===== src/rtl/fetch_queue_if.sv =====
// Fetch/decode handshake bundle for the two-wide instruction queue.
// The slave modport is the queue itself; the master modport is the fetch/decode side.
interface fetch_queue_if #(
  parameter int DEPTH   = 8,
  parameter int INSTR_W = 32,
  parameter int PC_W    = 32
);
  localparam int CW = $clog2(DEPTH) + 1;

  logic               flush;
  logic               in_valid0;
  logic [INSTR_W-1:0] in_instr0;
  logic [PC_W-1:0]    in_pc0;
  logic               in_valid1;
  logic [INSTR_W-1:0] in_instr1;
  logic [PC_W-1:0]    in_pc1;
  logic               in_ready;
  logic               out_valid0;
  logic [INSTR_W-1:0] out_instr0;
  logic [PC_W-1:0]    out_pc0;
  logic               out_valid1;
  logic [INSTR_W-1:0] out_instr1;
  logic [PC_W-1:0]    out_pc1;
  logic [1:0]         out_take;
  logic [CW-1:0]      count;

  modport slave (
    input  flush, in_valid0, in_instr0, in_pc0, in_valid1, in_instr1, in_pc1, out_take,
    output in_ready, out_valid0, out_instr0, out_pc0, out_valid1, out_instr1, out_pc1, count
  );

  modport master (
    output flush, in_valid0, in_instr0, in_pc0, in_valid1, in_instr1, in_pc1, out_take,
    input  in_ready, out_valid0, out_instr0, out_pc0, out_valid1, out_instr1, out_pc1, count
  );
endinterface


===== src/rtl/fetch_queue.sv =====
// Two-wide in-order instruction queue between fetch and decode.
// Accepts 0-2 entries and retires 0-2 entries per cycle; flushed on redirect.
module fetch_queue #(
  parameter int DEPTH   = 8,
  parameter int INSTR_W = 32,
  parameter int PC_W    = 32
) (
  input  logic        clk,
  input  logic        rst_n,
  fetch_queue_if.slave fq
);
  localparam int AW = $clog2(DEPTH);
  localparam int CW = AW + 1;

  logic [INSTR_W-1:0] instr_q [DEPTH];
  logic [PC_W-1:0]    pc_q    [DEPTH];
  logic [AW-1:0]      head_q, head_d, tail_q, tail_d;
  logic [AW-1:0]      head_p1_s, tail_p1_s;
  logic [CW-1:0]      count_q, count_d;

  logic               in_ready_s;
  logic [1:0]         take_s, deq_s, enq_s;
  logic               wr0_s, wr1_s;
  logic [INSTR_W-1:0] wr0_instr_s;
  logic [PC_W-1:0]    wr0_pc_s;

  assign head_p1_s  = head_q + AW'(1);
  assign tail_p1_s  = tail_q + AW'(1);
  // Conservative: a same-cycle dequeue is not credited toward room.
  assign in_ready_s = (count_q <= CW'(DEPTH - 2));

  // Clamp the decode take request to what is actually held.
  always_comb begin
    take_s = fq.out_take;
    deq_s  = 2'd0;
    if (fq.out_take == 2'd3) begin
      take_s = 2'd2;
    end else begin
      take_s = fq.out_take;
    end
    if (count_q >= CW'(take_s)) begin
      deq_s = take_s;
    end else begin
      deq_s = count_q[1:0];
    end
  end

  // Enqueue count and lane steering; a lone slot 1 lands at tail.
  always_comb begin
    enq_s       = 2'd0;
    wr0_instr_s = fq.in_instr0;
    wr0_pc_s    = fq.in_pc0;
    if (in_ready_s && !fq.flush) begin
      enq_s = {1'b0, fq.in_valid0} + {1'b0, fq.in_valid1};
    end else begin
      enq_s = 2'd0;
    end
    if (fq.in_valid0) begin
      wr0_instr_s = fq.in_instr0;
      wr0_pc_s    = fq.in_pc0;
    end else begin
      wr0_instr_s = fq.in_instr1;
      wr0_pc_s    = fq.in_pc1;
    end
  end

  assign wr0_s = (enq_s != 2'd0);
  assign wr1_s = (enq_s == 2'd2);

  // Pointer and occupancy next-state; flush overrides enqueue and dequeue.
  always_comb begin
    head_d  = head_q;
    tail_d  = tail_q;
    count_d = count_q;
    if (fq.flush) begin
      head_d  = '0;
      tail_d  = '0;
      count_d = '0;
    end else begin
      head_d  = head_q + AW'(deq_s);
      tail_d  = tail_q + AW'(enq_s);
      count_d = count_q + CW'(enq_s) - CW'(deq_s);
    end
  end

  // Pointer and occupancy registers.
  always_ff @(posedge clk or negedge rst_n) begin
    if (!rst_n) begin
      head_q  <= '0;
      tail_q  <= '0;
      count_q <= '0;
    end else begin
      head_q  <= head_d;
      tail_q  <= tail_d;
      count_q <= count_d;
    end
  end

  // Entry storage; cleared only by reset, never by flush.
  always_ff @(posedge clk or negedge rst_n) begin
    if (!rst_n) begin
      for (int i = 0; i < DEPTH; i++) begin
        instr_q[i] <= '0;
        pc_q[i]    <= '0;
      end
    end else begin
      if (wr0_s) begin
        instr_q[tail_q] <= wr0_instr_s;
        pc_q[tail_q]    <= wr0_pc_s;
      end
      if (wr1_s) begin
        instr_q[tail_p1_s] <= fq.in_instr1;
        pc_q[tail_p1_s]    <= fq.in_pc1;
      end
    end
  end

  assign fq.in_ready   = in_ready_s;
  assign fq.count      = count_q;
  assign fq.out_valid0 = (count_q != CW'(0));
  assign fq.out_valid1 = (count_q >= CW'(2));
  assign fq.out_instr0 = instr_q[head_q];
  assign fq.out_pc0    = pc_q[head_q];
  assign fq.out_instr1 = instr_q[head_p1_s];
  assign fq.out_pc1    = pc_q[head_p1_s];
endmodule


===== src/flat_wrapper.sv =====
// flat-port wrapper written by rule: the top's interface ports become plain ports
module fetch_queue_flat 
#(
  parameter int DEPTH   = 8,
  parameter int INSTR_W = 32,
  parameter int PC_W    = 32
)
  (clk, rst_n, fq_flush, fq_in_valid0, fq_in_instr0, fq_in_pc0, fq_in_valid1, fq_in_instr1, fq_in_pc1, fq_out_take, fq_in_ready, fq_out_valid0, fq_out_instr0, fq_out_pc0, fq_out_valid1, fq_out_instr1, fq_out_pc1, fq_count);
  fetch_queue_if #(.DEPTH(DEPTH), .INSTR_W(INSTR_W), .PC_W(PC_W)) fq_i ();
  input  logic clk;
  input  logic rst_n;
  input wire logic [$bits(fq_i.flush)-1:0] fq_flush;
  input wire logic [$bits(fq_i.in_valid0)-1:0] fq_in_valid0;
  input wire logic [$bits(fq_i.in_instr0)-1:0] fq_in_instr0;
  input wire logic [$bits(fq_i.in_pc0)-1:0] fq_in_pc0;
  input wire logic [$bits(fq_i.in_valid1)-1:0] fq_in_valid1;
  input wire logic [$bits(fq_i.in_instr1)-1:0] fq_in_instr1;
  input wire logic [$bits(fq_i.in_pc1)-1:0] fq_in_pc1;
  input wire logic [$bits(fq_i.out_take)-1:0] fq_out_take;
  output wire logic [$bits(fq_i.in_ready)-1:0] fq_in_ready;
  output wire logic [$bits(fq_i.out_valid0)-1:0] fq_out_valid0;
  output wire logic [$bits(fq_i.out_instr0)-1:0] fq_out_instr0;
  output wire logic [$bits(fq_i.out_pc0)-1:0] fq_out_pc0;
  output wire logic [$bits(fq_i.out_valid1)-1:0] fq_out_valid1;
  output wire logic [$bits(fq_i.out_instr1)-1:0] fq_out_instr1;
  output wire logic [$bits(fq_i.out_pc1)-1:0] fq_out_pc1;
  output wire logic [$bits(fq_i.count)-1:0] fq_count;
  assign fq_i.flush = fq_flush;
  assign fq_i.in_valid0 = fq_in_valid0;
  assign fq_i.in_instr0 = fq_in_instr0;
  assign fq_i.in_pc0 = fq_in_pc0;
  assign fq_i.in_valid1 = fq_in_valid1;
  assign fq_i.in_instr1 = fq_in_instr1;
  assign fq_i.in_pc1 = fq_in_pc1;
  assign fq_i.out_take = fq_out_take;
  assign fq_in_ready = fq_i.in_ready;
  assign fq_out_valid0 = fq_i.out_valid0;
  assign fq_out_instr0 = fq_i.out_instr0;
  assign fq_out_pc0 = fq_i.out_pc0;
  assign fq_out_valid1 = fq_i.out_valid1;
  assign fq_out_instr1 = fq_i.out_instr1;
  assign fq_out_pc1 = fq_i.out_pc1;
  assign fq_count = fq_i.count;
  fetch_queue #(.DEPTH(DEPTH), .INSTR_W(INSTR_W), .PC_W(PC_W)) u_core (.clk(clk), .rst_n(rst_n), .fq(fq_i));
endmodule

===== config.mk =====
export PLATFORM = sky130hd
export DESIGN_NAME = fetch_queue_flat
export DESIGN_NICKNAME = d
export VERILOG_FILES = /design/src/rtl/fetch_queue_if.sv /design/src/rtl/fetch_queue.sv /design/src/flat_wrapper.sv
export SDC_FILE = /design/constraint.sdc
export NUM_CORES = 2
export LEC_CHECK = 0
export ABC_CLOCK_PERIOD_IN_PS = 6640
export BUFFER_PORTS_ARGS = -buffer_cell sky130_fd_sc_hd__buf_2
export CAP_MARGIN = 20
export CORE_AREA = 2 2 271 273
export CTS_CLUSTER_DIAMETER = 40
export CTS_CLUSTER_SIZE = 30
export DETAILED_ROUTE_END_ITERATION = 12
export DIE_AREA = 0 0 273 275
export PLACE_DENSITY = 0.78
export SKIP_LAST_GASP = 1
export SYNTH_ARGS = -nofsm -noshare
export SYNTH_HDL_FRONTEND = slang
export SYNTH_SLANG_ARGS = --single-unit

===== constraint.sdc =====
create_clock -name clk -period 6.64 [get_ports clk]
set_clock_uncertainty 0.05 [all_clocks]
set_input_delay 0.664 -clock clk [delete_from_list [all_inputs] [get_ports clk]]
set_output_delay 0.664 -clock clk [all_outputs]
set_load 0.005 [all_outputs]

# ---- Yosys cells after proc, flatten, opt, wreduce, memory -nomap -nowiden
# Index checks and enable logic that the tools add are counted.
# Widths: inputs -> output; s select.
dict set report op_classes {
  n_addsub 7
  n_reduce_logical 6
  muxes 32
  n_bitwise 4
  n_eq_ne 2
  magnitude_cmp 9
}
# op n
set ops {}
lappend ops {{$bwmux 256} 4}
lappend ops {{$mux 256} 4}
lappend ops {{$bmux 32 s3} 4}
lappend ops {{$mux 32} 12}
lappend ops {{$demux 32 s3} 2}
lappend ops {{$ge 4x4->1 const B} 4}
lappend ops {{$not 3->4} 4}
lappend ops {{$lt 4x1->1 const B} 2}
lappend ops {{$add 3x1->3 const B} 2}
lappend ops {{$add 3x2->3} 2}
lappend ops {{$mux 2} 3}
lappend ops {{$mux 3} 2}
lappend ops {{$add 4x2->4} 1}
lappend ops {{$eq 2x2->1 const B} 2}
lappend ops {{$ge 4x2->1} 1}
lappend ops {{$ge 4x2->1 const B} 1}
lappend ops {{$le 4x3->1 const B} 1}
lappend ops {{$mux 4} 1}
lappend ops {{$reduce_bool 4->1} 1}
lappend ops {{$sub 4x2->4} 1}
lappend ops {{$logic_and 1x1->1} 3}
lappend ops {{$add 1x1->2} 1}
lappend ops {{$reduce_bool 2->1} 1}
lappend ops {{$logic_not 1->1} 1}
dict set report totals {
  input_bits 135
  ff_bits 522
  out_inout_bits 135
}

# ---- Longest topological paths before layout
dict set report logic_depth {
  ltp_word 9
  ltp_mapped 16
  depth_no_buf 13
}

# ---- Worst setup path before layout
# Ideal clock, no wire load.
dict set report synth_path {
  path_kind {register to register}
  startpoint {register u_core.count_q[3] (netlist: u_core.fq.count[3])}
  endpoint {register u_core.count_q[3] (netlist: u_core.fq.count[3])}
  path_stages_with_launch 17
  synth_period_minus_slack_ns 3.606
  path_buffers 4
  arrival_ns 3.424
  slack_ns 3.034
  cell_sequence {dfrtp_1 > inv_1 > ha_1 > and3_1 > buf_2 > a2111oi_4 > buf_6 > buf_6 > buf_2 > inv_1 > fa_1 > inv_1 > ha_1 > a21o_1 > a21oi_1 > xnor2_1 > nor2_1}
}
dict set report synth_via {
  elab_chain_cells 6
  word_cells_on_any_way 8
  cone_classes {add/sub: 2; order compare: 2; mux: 3; reduce/logical: 1}
}
# element line_no
set synth_rtl {}
lappend synth_rtl {{start: declaration} fetch_queue.sv:19} ;# logic [CW-1:0] count_q, count_d;
lappend synth_rtl {{start signal: assignment} fetch_queue.sv:95} ;# count_q <= count_d;
lappend synth_rtl {{$le 4x3->1} fetch_queue.sv:30} ;# assign in_ready_s = (count_q <= CW'(DEPTH - 2));
lappend synth_rtl {{$logic_and 1x1->1} fetch_queue.sv:53} ;# if (in_ready_s && !fq.flush) begin
lappend synth_rtl {{$mux 2} fetch_queue.sv:53}
lappend synth_rtl {{$add 4x2->4} fetch_queue.sv:82} ;# count_d = count_q + CW'(enq_s) - CW'(deq_s);
lappend synth_rtl {{$sub 4x2->4 (*)} fetch_queue.sv:82}
lappend synth_rtl {{$mux 4 (*)} fetch_queue.sv:75} ;# if (fq.flush) begin
lappend synth_rtl {{named net u_core.count_d[3]} fetch_queue.sv:19}
# The timed path passes the listed nets; every way through them passes the cells marked *.

# ---- Worst setup path in the final report
dict set report layout_path {
  startpoint {register u_core.head_q[1]}
  endpoint {output fq_out_pc0[31]}
}
dict set report layout_via {
  elab_chain_cells 4
}
# element line_no
set layout_rtl {}
lappend layout_rtl {{start: declaration} fetch_queue.sv:17} ;# logic [AW-1:0] head_q, head_d, tail_q, tail_d;
lappend layout_rtl {{start signal: assignment} fetch_queue.sv:89} ;# head_q <= '0;
lappend layout_rtl {{start signal: assignment} fetch_queue.sv:93} ;# head_q <= head_d;
lappend layout_rtl {{$not 3->4 (implied by the code)} fetch_queue.sv:123} ;# assign fq.out_pc0 = pc_q[head_q];
lappend layout_rtl {{$bmux 32 s3} fetch_queue.sv:123}
lappend layout_rtl {{$mux 32 (implied by the code) (2 in a row)} fetch_queue.sv:123}
lappend layout_rtl {{end: declaration} flat_wrapper.sv:23} ;# output wire logic [$bits(fq_i.out_pc0)-1:0] fq_out_pc0;
# No other way between the ends. The select of a mux whose other input is x is not followed.

==> summary.txt <==
Global route
  • Gr ovfl total: 0
  • Global-route usage over all layers: between 30% and 40%
  • Largest net degree at the start of global routing: 166
  • First-pass GRT wire length: 216,600 um
  • Initial antenna violation count: 13
  • Vias in the first global route: 35,683

Timing
  • Tightest Pin Transition: roughly 1300 ps
  • Final Hold Fails: 0
  • Setup ws final: approximately 1600 ps
  • # setup viols final: 0
  • RSZ-0062 raised after global routing: no
  • Fin. max-slew vios: 0
  • F_max: between 200 and 250 MHz
  • Slew HR: between 10% and 20%
  • Period utilisation layout: 75.17%
  • Tmin final: approximately 5000 ps
  • Final setup TNS: 0 ps
  • Worst hold slack: ~280 ps

Hold path
  • Hold-critical path endpoint: u_core.instr_q[59]$_DFF_PN0_
  • Worst Hold Launch: fq_in_instr1[27]
  • HP Class: primary input to register
  • Hold path depth: 3

Synthesis
  • Mapped Nets: 3,809
  • Post-Syn Area: about 36,000 um^2
  • Sequential element share of the synthesized area: between 30 and 40%
  • Post-synth top area share: between 30% and 40%
  • Flops & latches, synth: approximately 520
  • Syn Inst Count: ~3,700
  • Cell taking the most area after synthesis: dfrtp_1
  • Syn Area/Cell: between 9 and 10 um^2
  • YS warnings: 0
  • Unique masters post-synth: 40
  • Top cells by area, synth: dfrtp_1, mux4_2, o31ai_1

Floorplan
  • Die height: roughly 280 um
  • Core area: about 72,000 um^2
  • Die W: 273 um
  • Top-Level Pins: 270
  • Full die area: ~75,000 um^2
  • Site Rows: 99
  • Starting density of the core: around 49%

Finish
  • Most common cell after layout, fill and taps aside: dfrtp_1
  • Layout Nets: between 3,000 and 4,000
  • Synth-to-Final Area Change: 12.27%
  • Final design utilization: a little under three fifths
  • Commonest cells after routing, fill and taps aside: dfrtp_1, a21oi_1, nor3_1, o31ai_1, nand3_1
  • Layout cells sized above 1: roughly a quarter

Placed design
  • Placer Congestion: approximately 0.84
  • Number of I/O port buffers: between 200 and 300
  • HPWL Detailed: about 71,000 um
  • Placement Setup Slack: 2290 ps

Pwr
  • Leakage power: 14.33 nW
  • Tot Pwr: around 19 mW
  • Peak supply drop: 0.4114 mV
  • Pwr per Cell Area: around 480 nW/um^2

Clocking
  • CTS buffer count: just under 100
  • CTS root buf: clkbuf_16
  • Worst-case clock buffer depth: 3
  • TritonCTS clock tree: built
  • Resized Gates After CTS: 0
  • Hold Buf Count CTS: 1
  • Clk slew on worst S/H paths: 60 ps
  • CTS Sinks: 522
  • Htree depth: 3
  • Setup bufs post-CTS: 0
  • Clock Latency Late Sink: ~670 ps

Route
  • DR iter-0 viols: 6,372
  • First-pass iteration count of the detailed router: 8
  • DRT antenna net count: 0
  • Total Wirelength: 142,000 um
  • Via density: between 7 and 8
  • Drt drc: 0
  • Wire per inst: approximately 31 um
  • Via count: between 30,000 and 40,000

Worst setup path
  • WS Path Type: register to output port
  • Worst setup path startpoint: u_core.head_q[1]$_DFF_PN0_
  • RR Startpoint: u_core.tail_q[0]$_DFF_PN0_
  • Critical Path Fanout Max: 57
  • Reg2Reg Depth: 7
  • Worst EP required: 5930 ps
  • Endpoint class of the critical path: output port
  • FF-to-FF setup slack: around 2300 ps
  • Worst r2r dst: u_core.pc_q[227]$_DFF_PN0_
  • CP arrival: about 4300 ps
  • CP startpoint kind: register

Run status
  • Status: completed

Run
  • Maximum capacitance violations: 0
per-layer routing:
| layer | track usage (%) | up-vias | wire [um] |
|---|---|---|---|
| li1 | - | 14040 | - |
| met1 | 48.36 | 17486 | 49360 |
| met2 | 54.00 | 3697 | 61360 |
| met3 | 13.01 | 748 | 22830 |
| met4 | 20.59 | 18 | 8266 |
| met5 | 0 | - | 130 |
cell usage after synthesis (all sizes together):
cell,count
nor3,514
nor3b,1
a211oi,2
nand2,2
o21bai,1
o21ba,1
o31ai,512
nand4,64
dfrtp,522
and4b,1
a21o,1
nor2,6
mux4,256
o21ai,1
a21oi,514
a2111oi,1
nand3,451
mux2,193
buf,201
nor4b,1
xnor2,4
a211o,2
clkbuf,345
inv,15
and3,6
fa,4
ha,13
and3b,2
or3,2
nor2b,7
xor2,2
and2,7
mux2i,1
nor4,2
registers in the layout, indices dropped and copies added (netlist names):
signal and cells:
u_core.instr_q 256, u_core.pc_q 256, u_core.fq.count 4, u_core.head_q 3
u_core.tail_q 3
critical path: stages, from the launching register on:
cell and delay [ps]:
dfrtp_4 800, buf_4 750, buf_4 920, mux4_2 600
mux2_2 330, buf_2 150
per-stage QoR:
stage               cells  area [um^2]
detailed placement   4407        36740
CTS                  4589        40140
floorplan            3657        35810
global route         4593        40200
finish               4594        40200
global placement     4407        36740
how the worst max path moves through the flow:
stage / to / depth (start not counted)
floorplan: u_core.fq.count[3]$_DFF_PN0_ / 16
global placement: u_core.fq.count[3]$_DFF_PN0_ / 13
detailed placement: u_core.fq.count[3]$_DFF_PN0_ / 13
CTS: fq_out_pc0[31] / 5
global route: fq_out_pc0[31] / 5
finish: fq_out_pc0[31] / 5
where the power goes:
group	leakage [nW]	switching (mW)	total, mW	internal [mW]
sequential	6.70	1.06	5.32	4.27
clock	1.63	1.90	5.16	3.26
combinational	6.00	4.68	8.81	4.14
cell type report:
class / instances / area [um^2]
diodes: 3 / 7.507
clock buffers: 123 / 2666
clock inverters: 58 / 724.4
fillers: 6108 / 32140
inverters: 15 / 56.30
multi-input cells: 2574 / 20420
flip-flops and latches: 522 / 13070
well taps: 959 / 1200
repair buffers: 340 / 2052
kinds of logic (layout without fill, tap and decap cells):
| family | after synthesis | in the layout | synth area share (%) |
|---|---|---|---|
| xor+xnor | 6 | 6 | 0.1678 |
| fa+ha+maj | 17 | 17 | 0.6779 |
| flops | 522 | 522 | 36.48 |
| other cells | 0 | 3 | 0 |
| mux | 450 | 450 | 22.20 |
| buf+inv | 561 | 536 | 7.003 |
| simple gates | 1066 | 1066 | 15.23 |
| compound gates | 1035 | 1035 | 18.24 |
Power figures use the tool's default switching activity.
